File: config.mk
export PLATFORM = sky130hd
export DESIGN_NAME = capture_trigger_writer
export DESIGN_NICKNAME = d
export VERILOG_FILES = /design/src/rtl/capture_trigger_writer_pkg.sv /design/src/rtl/capture_trigger_writer_trigger_match.sv /design/src/rtl/capture_trigger_writer.sv
export SDC_FILE = /design/constraint.sdc
export NUM_CORES = 2
export LEC_CHECK = 0
export CORE_UTILIZATION = 30
export CTS_CLUSTER_DIAMETER = 120
export CTS_CLUSTER_SIZE = 28
export DETAILED_ROUTE_END_ITERATION = 8
export HOLD_SLACK_MARGIN = 0.03
export MAX_ROUTING_LAYER = met4
export PLACE_DENSITY = 0.6
export SKIP_CTS_REPAIR_TIMING = 1
export SLEW_MARGIN = 25
export SYNTH_ARGS = -nofsm -noshare
export SYNTH_HDL_FRONTEND = slang
export SYNTH_SLANG_ARGS = --single-unit
File: constraint.sdc
create_clock -name clk -period 26.3 [get_ports clk]
set_input_delay 5.26 -clock clk [delete_from_list [all_inputs] [get_ports clk]]
set_output_delay 5.26 -clock clk [all_outputs]
set_load 0.005 [all_outputs]
File: src/rtl/capture_trigger_writer_pkg.sv
// Shared types and helpers for the capture trigger/writer stage.
package capture_trigger_writer_pkg;

  localparam int unsigned CH_N   = 32;
  localparam int unsigned SPW    = 8;
  localparam int unsigned WORD_W = CH_N * SPW;
  localparam int unsigned SLOT_W = 3;

  // Front-end layout: [channel][sample], sample 7 oldest .. 0 newest
  typedef logic [CH_N-1:0][SPW-1:0] sample_word_t;
  // RAM layout: [slot][channel], slot 0 oldest .. 7 newest
  typedef logic [SPW-1:0][CH_N-1:0] slot_word_t;

  typedef enum logic [2:0] {
    IDLE      = 3'd0,
    PRE       = 3'd1,
    WAIT_TRIG = 3'd2,
    POST      = 3'd3,
    DONE      = 3'd4
  } cap_state_t;

  // Channel-major front-end word to slot-major RAM word
  function automatic slot_word_t transpose(input sample_word_t s);
    slot_word_t t;
    for (int k = 0; k < SPW; k++) begin
      for (int c = 0; c < CH_N; c++) begin
        t[k][c] = s[c][SPW-1-k];
      end
    end
    return t;
  endfunction

  // Index of the lowest set bit (earliest slot); 0 when none set
  function automatic logic [SLOT_W-1:0] first_hit(input logic [SPW-1:0] h);
    logic [SLOT_W-1:0] idx;
    idx = '0;
    for (int k = SPW - 1; k >= 0; k--) begin
      if (h[k]) idx = SLOT_W'(k);
    end
    return idx;
  endfunction

endpackage

File: src/rtl/capture_trigger_writer_trigger_match.sv
// Per-slot level/edge trigger evaluation over all channels of one word.
module trigger_match
  import capture_trigger_writer_pkg::*;
(
  input  slot_word_t        cur,
  input  logic [CH_N-1:0]   prev,
  input  logic [CH_N-1:0]   level_mask,
  input  logic [CH_N-1:0]   edge_mask,
  input  logic [CH_N-1:0]   trig_value,
  output logic [SPW-1:0]    hit_c
);

  // With no channel enabled the AND-reduction would be vacuously true
  logic any_en;
  assign any_en = |(level_mask | edge_mask);

  for (genvar k = 0; k < SPW; k++) begin : g_slot
    logic [CH_N-1:0] prv;
    logic [CH_N-1:0] eq;
    logic [CH_N-1:0] ok;

    // Slot 0 compares against the newest sample of the previous word
    if (k == 0) begin : g_first
      assign prv = prev;
    end else begin : g_rest
      assign prv = cur[k-1];
    end

    assign eq       = ~(cur[k] ^ trig_value);
    assign ok       = (~level_mask | eq) & (~edge_mask | (eq & (prv ^ cur[k])));
    assign hit_c[k] = any_en & (&ok);
  end

endmodule

File: src/rtl/capture_trigger_writer.sv
// Trigger evaluation and sample-RAM write sequencing (pre-fill / wait / post).
module capture_trigger_writer
  import capture_trigger_writer_pkg::*;
#(
  parameter int unsigned ADDR_W = 10
)
(
  input  logic                clk,
  input  logic                rst,
  input  sample_word_t        states,
  input  logic                arm,
  input  logic                force_trig,
  input  logic [CH_N-1:0]     level_mask,
  input  logic [CH_N-1:0]     edge_mask,
  input  logic [CH_N-1:0]     trig_value,
  input  logic [ADDR_W-1:0]   pre_words,
  input  logic [ADDR_W-1:0]   post_words,
  output logic                mem_we,
  output logic [ADDR_W-1:0]   mem_addr,
  output logic [WORD_W-1:0]   mem_data,
  output logic                busy,
  output logic                done,
  output logic [ADDR_W-1:0]   trig_addr,
  output logic [SLOT_W-1:0]   trig_slot,
  output logic [ADDR_W-1:0]   start_addr,
  output logic                wrapped
);

  localparam logic [ADDR_W-1:0] ADDR_MAX = '1;

  slot_word_t        word_a;
  logic [CH_N-1:0]   prev_a;
  logic              force_a;

  logic [CH_N-1:0]   lvl_q, edg_q, val_q;
  logic [ADDR_W-1:0] pre_q, post_q;
  logic [ADDR_W-1:0] pre_cnt_q, pre_cnt_d;
  logic [ADDR_W-1:0] post_cnt_q, post_cnt_d;
  logic [ADDR_W-1:0] wr_addr_q;
  cap_state_t        state_q, state_d;

  logic [SPW-1:0]    hit_raw_c, hit_c;
  logic              eval_c, trig_c, write_c;

  // Stage A: transposed word, newest samples of the prior word, forced trigger
  always_ff @(posedge clk or posedge rst) begin
    if (rst) begin
      word_a  <= '0;
      prev_a  <= '0;
      force_a <= 1'b0;
    end else begin
      word_a  <= transpose(states);
      prev_a  <= word_a[SPW-1];
      force_a <= force_trig;
    end
  end

  // Capture configuration, latched on arm
  always_ff @(posedge clk or posedge rst) begin
    if (rst) begin
      lvl_q  <= '0;
      edg_q  <= '0;
      val_q  <= '0;
      pre_q  <= '0;
      post_q <= '0;
    end else if (arm) begin
      lvl_q  <= level_mask;
      edg_q  <= edge_mask;
      val_q  <= trig_value;
      pre_q  <= pre_words;
      post_q <= post_words;
    end
  end

  trigger_match u_match (
    .cur        (word_a),
    .prev       (prev_a),
    .level_mask (lvl_q),
    .edge_mask  (edg_q),
    .trig_value (val_q),
    .hit_c      (hit_raw_c)
  );

  assign hit_c   = hit_raw_c | SPW'(force_a);
  // PRE hands over to trigger evaluation on the word after the last pre word
  assign eval_c  = (state_q == WAIT_TRIG) || ((state_q == PRE) && (pre_cnt_q == pre_q));
  assign trig_c  = eval_c && (|hit_c);
  assign write_c = (state_q == PRE) || (state_q == WAIT_TRIG) || (state_q == POST);

  // State and counter registers
  always_ff @(posedge clk or posedge rst) begin
    if (rst) begin
      state_q    <= IDLE;
      pre_cnt_q  <= '0;
      post_cnt_q <= '0;
    end else begin
      state_q    <= state_d;
      pre_cnt_q  <= pre_cnt_d;
      post_cnt_q <= post_cnt_d;
    end
  end

  // Next-state and counter logic; arm overrides everything
  always_comb begin
    state_d    = state_q;
    pre_cnt_d  = pre_cnt_q;
    post_cnt_d = post_cnt_q;
    case (state_q)
      PRE: begin
        if (!eval_c) begin
          pre_cnt_d = pre_cnt_q + 1'b1;
        end else if (trig_c) begin
          state_d    = (post_q == '0) ? DONE : POST;
          post_cnt_d = '0;
        end else begin
          state_d = WAIT_TRIG;
        end
      end
      WAIT_TRIG: begin
        if (trig_c) begin
          state_d    = (post_q == '0) ? DONE : POST;
          post_cnt_d = '0;
        end
      end
      POST: begin
        post_cnt_d = post_cnt_q + 1'b1;
        if (post_cnt_d == post_q) state_d = DONE;
      end
      default: ;
    endcase
    if (arm) begin
      state_d    = PRE;
      pre_cnt_d  = '0;
      post_cnt_d = '0;
    end
  end

  // Stage B: RAM write port, address/wrap tracking and capture status
  always_ff @(posedge clk or posedge rst) begin
    if (rst) begin
      mem_we     <= 1'b0;
      mem_addr   <= '0;
      mem_data   <= '0;
      wr_addr_q  <= '0;
      wrapped    <= 1'b0;
      busy       <= 1'b0;
      done       <= 1'b0;
      trig_addr  <= '0;
      trig_slot  <= '0;
      start_addr <= '0;
    end else begin
      mem_we <= write_c;
      busy   <= (state_d != IDLE) && (state_d != DONE);
      done   <= (state_d == DONE);
      if (write_c) begin
        mem_addr <= wr_addr_q;
        mem_data <= word_a;
      end
      if (arm) begin
        wr_addr_q <= '0;
        wrapped   <= 1'b0;
      end else if (write_c) begin
        wr_addr_q <= wr_addr_q + 1'b1;
        if (wr_addr_q == ADDR_MAX) wrapped <= 1'b1;
      end
      if (trig_c && !arm) begin
        trig_addr  <= wr_addr_q;
        trig_slot  <= first_hit(hit_c);
        start_addr <= wr_addr_q - pre_q;
      end
    end
  end

endmodule

-- Yosys cells after proc, flatten, opt, wreduce, memory -nomap -nowiden
Cells that the tools add are included.
W data, S select, Z words.
- flip-flop bits (word level): 731
- latch bits: 0
- RAM bits: 0
- memory bits (read-only): 0
- output and inout port bits: 293
- memories: 0
- add/subtract/negate cells: 4
- multipliers: 0
- div/mod/pow operators: 0
- $lt $le $gt $ge: 0
- equality and inequality tests: 10
- shift operators: 0
- mux-type cells: 27
- bitwise gates (word level): 68
- reduce and logical (&&, ||, !) cells: 27
- operators by type and width (operator ; count):
    $or A32 B32 Y32 ; 17
    $and A32 B32 Y32 ; 16
    $xor A32 B32 Y32 ; 16
    $not A32 Y32 ; 10
    $reduce_and A32 Y1 ; 8
    $mux W10 ; 8
    $mux W3 ; 14
    $reduce_or A32 Y1 ; 1
    $add A10 B1 Y10 const B ; 3
    $pmux W10 S3 ; 1
    $eq A10 B10 Y1 ; 2
    $eq A10 B10 Y1 const B ; 1
    $logic_not A10 Y1 ; 1
    $sub A10 B10 Y10 ; 1
    $pmux W3 S3 ; 1
    $and A1 B1 Y1 ; 8
    $or A8 B1 Y8 ; 1
    $reduce_or A8 Y1 ; 1
    $eq A3 B2 Y1 const B ; 2
    $ne A3 B3 Y1 const B ; 2
    $reduce_and A2 Y1 ; 3
    $reduce_bool A2 Y1 ; 3
    $logic_and A1 B1 Y1 ; 4
    $reduce_bool A4 Y1 ; 1
    7 further kinds ; 11

-- Longest topological paths before layout
- depth in word-level cells: 16
- gate-level depth with buffers: 12
- mapped depth without buffers: 12

-- Cells and area by module
From an unflattened synthesis, not the netlist that was laid out.
- cell total of the unflattened synthesis: 3539
- area, all modules: 34873.4 µm²
- by module, submodules not included (module ; times used ; cells an instance ; area an instance (µm²) ; sequential area each (µm²)):
    capture_trigger_writer ; 1 ; 2042 ; 24901.4 ; 18292.5
    trigger_match ; 1 ; 1497 ; 9972.1 ; 0.0

-- Least setup slack after synthesis
OpenSTA, ideal clock, no wires.
- path kind: input -> register
- start: input arm
- end: register start_addr[2]
- data arrival time: 6.432 ns
- required time: 26.175 ns
- slack: 19.743 ns
- stages: 6
- path buffers: 2
- cells stage by stage: clkbuf_1 > inv_1 > o21ai_0 > nor2_4 > buf_6 > mux2_4
- longest elaborated chain between the ends: 2
- RTL lines (what ; RTL line ; text):
    from (decl) ; capture_trigger_writer.sv:11 ; input logic arm,
    $logic_not A1 Y1 ; capture_trigger_writer.sv:166 ; if (trig_c && !arm) begin
    $logic_and A1 B1 Y1 ; capture_trigger_writer.sv:166 ;
    to (signal assigned) ; capture_trigger_writer.sv:169 ; start_addr <= wr_addr_q - pre_q;
    to (decl) ; capture_trigger_writer.sv:25 ; output logic [ADDR_W-1:0] start_addr,
Every way passes these cells.
A chain may end at the register's enable or synchronous reset.

==> run metrics <==
status=finished, violations left; failing checks=DRC; relative slew slack=29.2%; Seq cells post-synth=731; Cell Chain, Critical Path=clkdlybuf4s50_1 -> inv_8 -> buf_4 -> buf_6 -> buf_4; Synth Area in XOR/XNOR=7.62%; GR Overflow Total=0; First DRT Iteration DRCs=2990; Util after Layout=38.2%; crit end category=asynchronous set/reset pin; clock-pin slew on the worst setup and hold paths=0.10 ns; post-DR vias/cell=5.29; largest net degree at the start of global routing=187; drt total wl=163000 µm; DRC=148; flip-flop and latch area=18300 µm²; Initial Utilization=30.3%; Tmin final=7.87 ns; Die W=342 µm; CTS tree=built; Min Hold Slack=0.481 ns; Reg2Reg Setup Slack=21.30 ns; DR vias=29401; Startpoint Class=primary input; Sum Neg Setup Slack=0 ns; row count=124; Max VDD drop=0.0000481 V; share of layout cells above drive strength 1=5.43%; post-synthesis cell type count=58; simple logic cell fraction of the synthesized area=21.4%; DP Cell Count=5501; Sink Count=731; Slew Limit Fails=0; clock tree root buffer cell=clkbuf_16; gr usage total=28.0%; post-synthesis compound-gate area fraction=10.4%; mux share of post-synthesis cell area=4.24%; worst hold path type=reg2reg; most common flop cell mapped by yosys=dfrtp_1; average size of a mapped cell=9.85 µm²; adder-cell share of the synthesized area=0.490%; post-synthesis sequential area ratio=52.7%; Max-Cap Viols=0; Layout Skew=0.0377 ns; DIE HEIGHT=342 µm; Detailed Routing Iterations Pass 1=9; Slew @ Worst Pin=1.05 ns; CP Max Fanout=99; vias in the first global route=27338; Gate Count Post-Synth=3525; PnR worst setup slack=18.43 ns; crit-path max cell delay=0.84 ns; Ports=669; largest family of logic cells by synthesized area=simple AND/OR/NAND/NOR gates; Hold Path Depth=2; Hold Fails Final Rpt=0; Clock Tree Buf Depth=3; Fillers=11429; period utilization=29.9%; hold wc startpoint=mem_data[194]; Num CTS Buffers=35; unrepaired setup endpoints after global routing=no; core footprint=115000 µm²; Async SR Flop Fraction=100%; Final Setup Violations=0; synth warn=0; clk_lat worst skew=0.65 ns; post-route insts no fill=5563; first-pass GRT wire length=221000 µm; Fmax achieved=127 MHz; worst path arrival time=8.51 ns; Hold Path End=mem_data[194]; Detail Route Antenna Nets=0; area delta synth->final=25.9%; FF-to-FF path depth=9; Crit Path Category=in2async; dpl ws=17.59 ns; launching point of the worst reg2reg path=val_q[21]; Port-buffer cells=668; Final nets=4417; leak pwr=18.4 nW; Die ar.=117000 µm²; RD Place Congestion=1.11; H-tree level count=2; data required time of the worst path=26.94 ns; WL/cell=29.3 µm; Post-synth EDFFs=0; DP HPWL=129000 µm; CP max stage cell=buf_4; worst flop-to-flop path endpoint=trig_addr[7]; Crit path top cell by count=buf_4; Post-Syn Nets=3914; cell area after synthesis=34700 µm²; Multi-input gate area=15300 µm²; initial antenna violation count=14; PwrDens=56.9 nW/µm²
-- power breakdown --
part / switching, mW / internal, mW / total [mW]
Sequential: 0.154 / 1.19 / 1.34
Clock: 0.395 / 0.265 / 0.660
Combinational: 0.269 / 0.216 / 0.485
-- sequential cells by signal (all words and copies together) (netlist names), 32 cells and up --
signal and count:
word_a 256, edg_q 32, lvl_q 32, val_q 32, prev_a 32, mem_data 256
-- layout by cell type, fill, tap and decap left out, drive strengths merged, types with 4 or more instances in the layout --
cell and instances:
clkinv 4, xnor2 32, nor4 37, a22oi 120, ha 12, nor2 56
o221ai 254, clkdlybuf4s50 667, nand2 1096, nor2b 7, buf 34, o21ai 32
and3 5, o31ai 5, inv 28, diode 15, mux2 125, nand2b 259
nor3 17, dfrtp 731, xor2 270, and2 4, clkbuf 37, nand3 23
a21oi 16, nand4 124
-- cell type report --
cell class,instances,area share (%)
Antenna cell,15,0.0859
Clock buffer,37,2.12
Clock inverter,8,0.298
Inverter,25,0.249
Multi-Input combinational cell,2534,35.0
Sequential cell,731,41.9
Tap cell,1512,4.33
Timing Repair Buffer,701,16.0
-- metrics by stage --
step | instance area, µm² | power (mW)
floorplan | 34700 | 1.53
global placement | 42600 | 1.83
detailed placement | 42600 | 1.83
CTS | 43600 | 2.50
global route | 43700 | 2.57
finish | 43700 | 2.49
-- synth_stat cells (12+ instances only) --
library cell | number | area (µm²)
buf_2 | 70 | 350
dfrtp_1 | 731 | 18300
xor2_1 | 270 | 2360
inv_1 | 24 | 90.1
nand2b_1 | 259 | 1620
nand4_1 | 123 | 769
nand2_1 | 1096 | 4110
a22oi_1 | 120 | 901
nand3_1 | 23 | 115
a21oi_1 | 16 | 80.1
nor4_1 | 32 | 200
ha_1 | 12 | 150
nor2_1 | 54 | 203
o21ai_0 | 32 | 160
clkbuf_1 | 150 | 563
xnor2_1 | 32 | 280
nor3_1 | 16 | 80.1
mux2_2 | 116 | 1310
o221ai_1 | 254 | 2220
-- worst max-delay path, delay by kind of cell --
kind | cells | cell delay, ns
buffers and inverters | 5 | 3.06
-- worst max path at each step --
stage / startpoint / endpoint / slack (ns)
final: rst / mem_data[242] / 18.43
after global placement: rst / prev_a[14] / 17.35
after floorplan: rst / busy / 0.53
after detailed placement: rst / prev_a[10] / 17.59
after global routing: rst / mem_data[242] / 17.93
after CTS: rst / mem_data[242] / 18.28
-- routing by layer --
| metal | routed length (µm) | track usage [%] | vias to the layer above | share of wire (%) |
|---|---|---|---|---|
| met4 | 6740 | 10.4 | 0 | 4.1 |
| met3 | 11000 | 4.27 | 211 | 6.8 |
| met5 | 0 | - | - | 0 |
| li1 | - | - | 13085 | - |
| met1 | 67300 | 35.5 | 14866 | 41 |
| met2 | 78100 | 44.9 | 1239 | 48 |
-- logic make-up (layout without fill, tap and decap cells) --
family,after synthesis,count (layout)
simple gates,1640,1640
flops,731,731
compound gates,451,451
xor+xnor,302,302
buf+inv,260,771
mux,128,128
fa+ha+maj,13,13
other cells,0,15
Note: power is estimated with default switching activity, not from simulation.
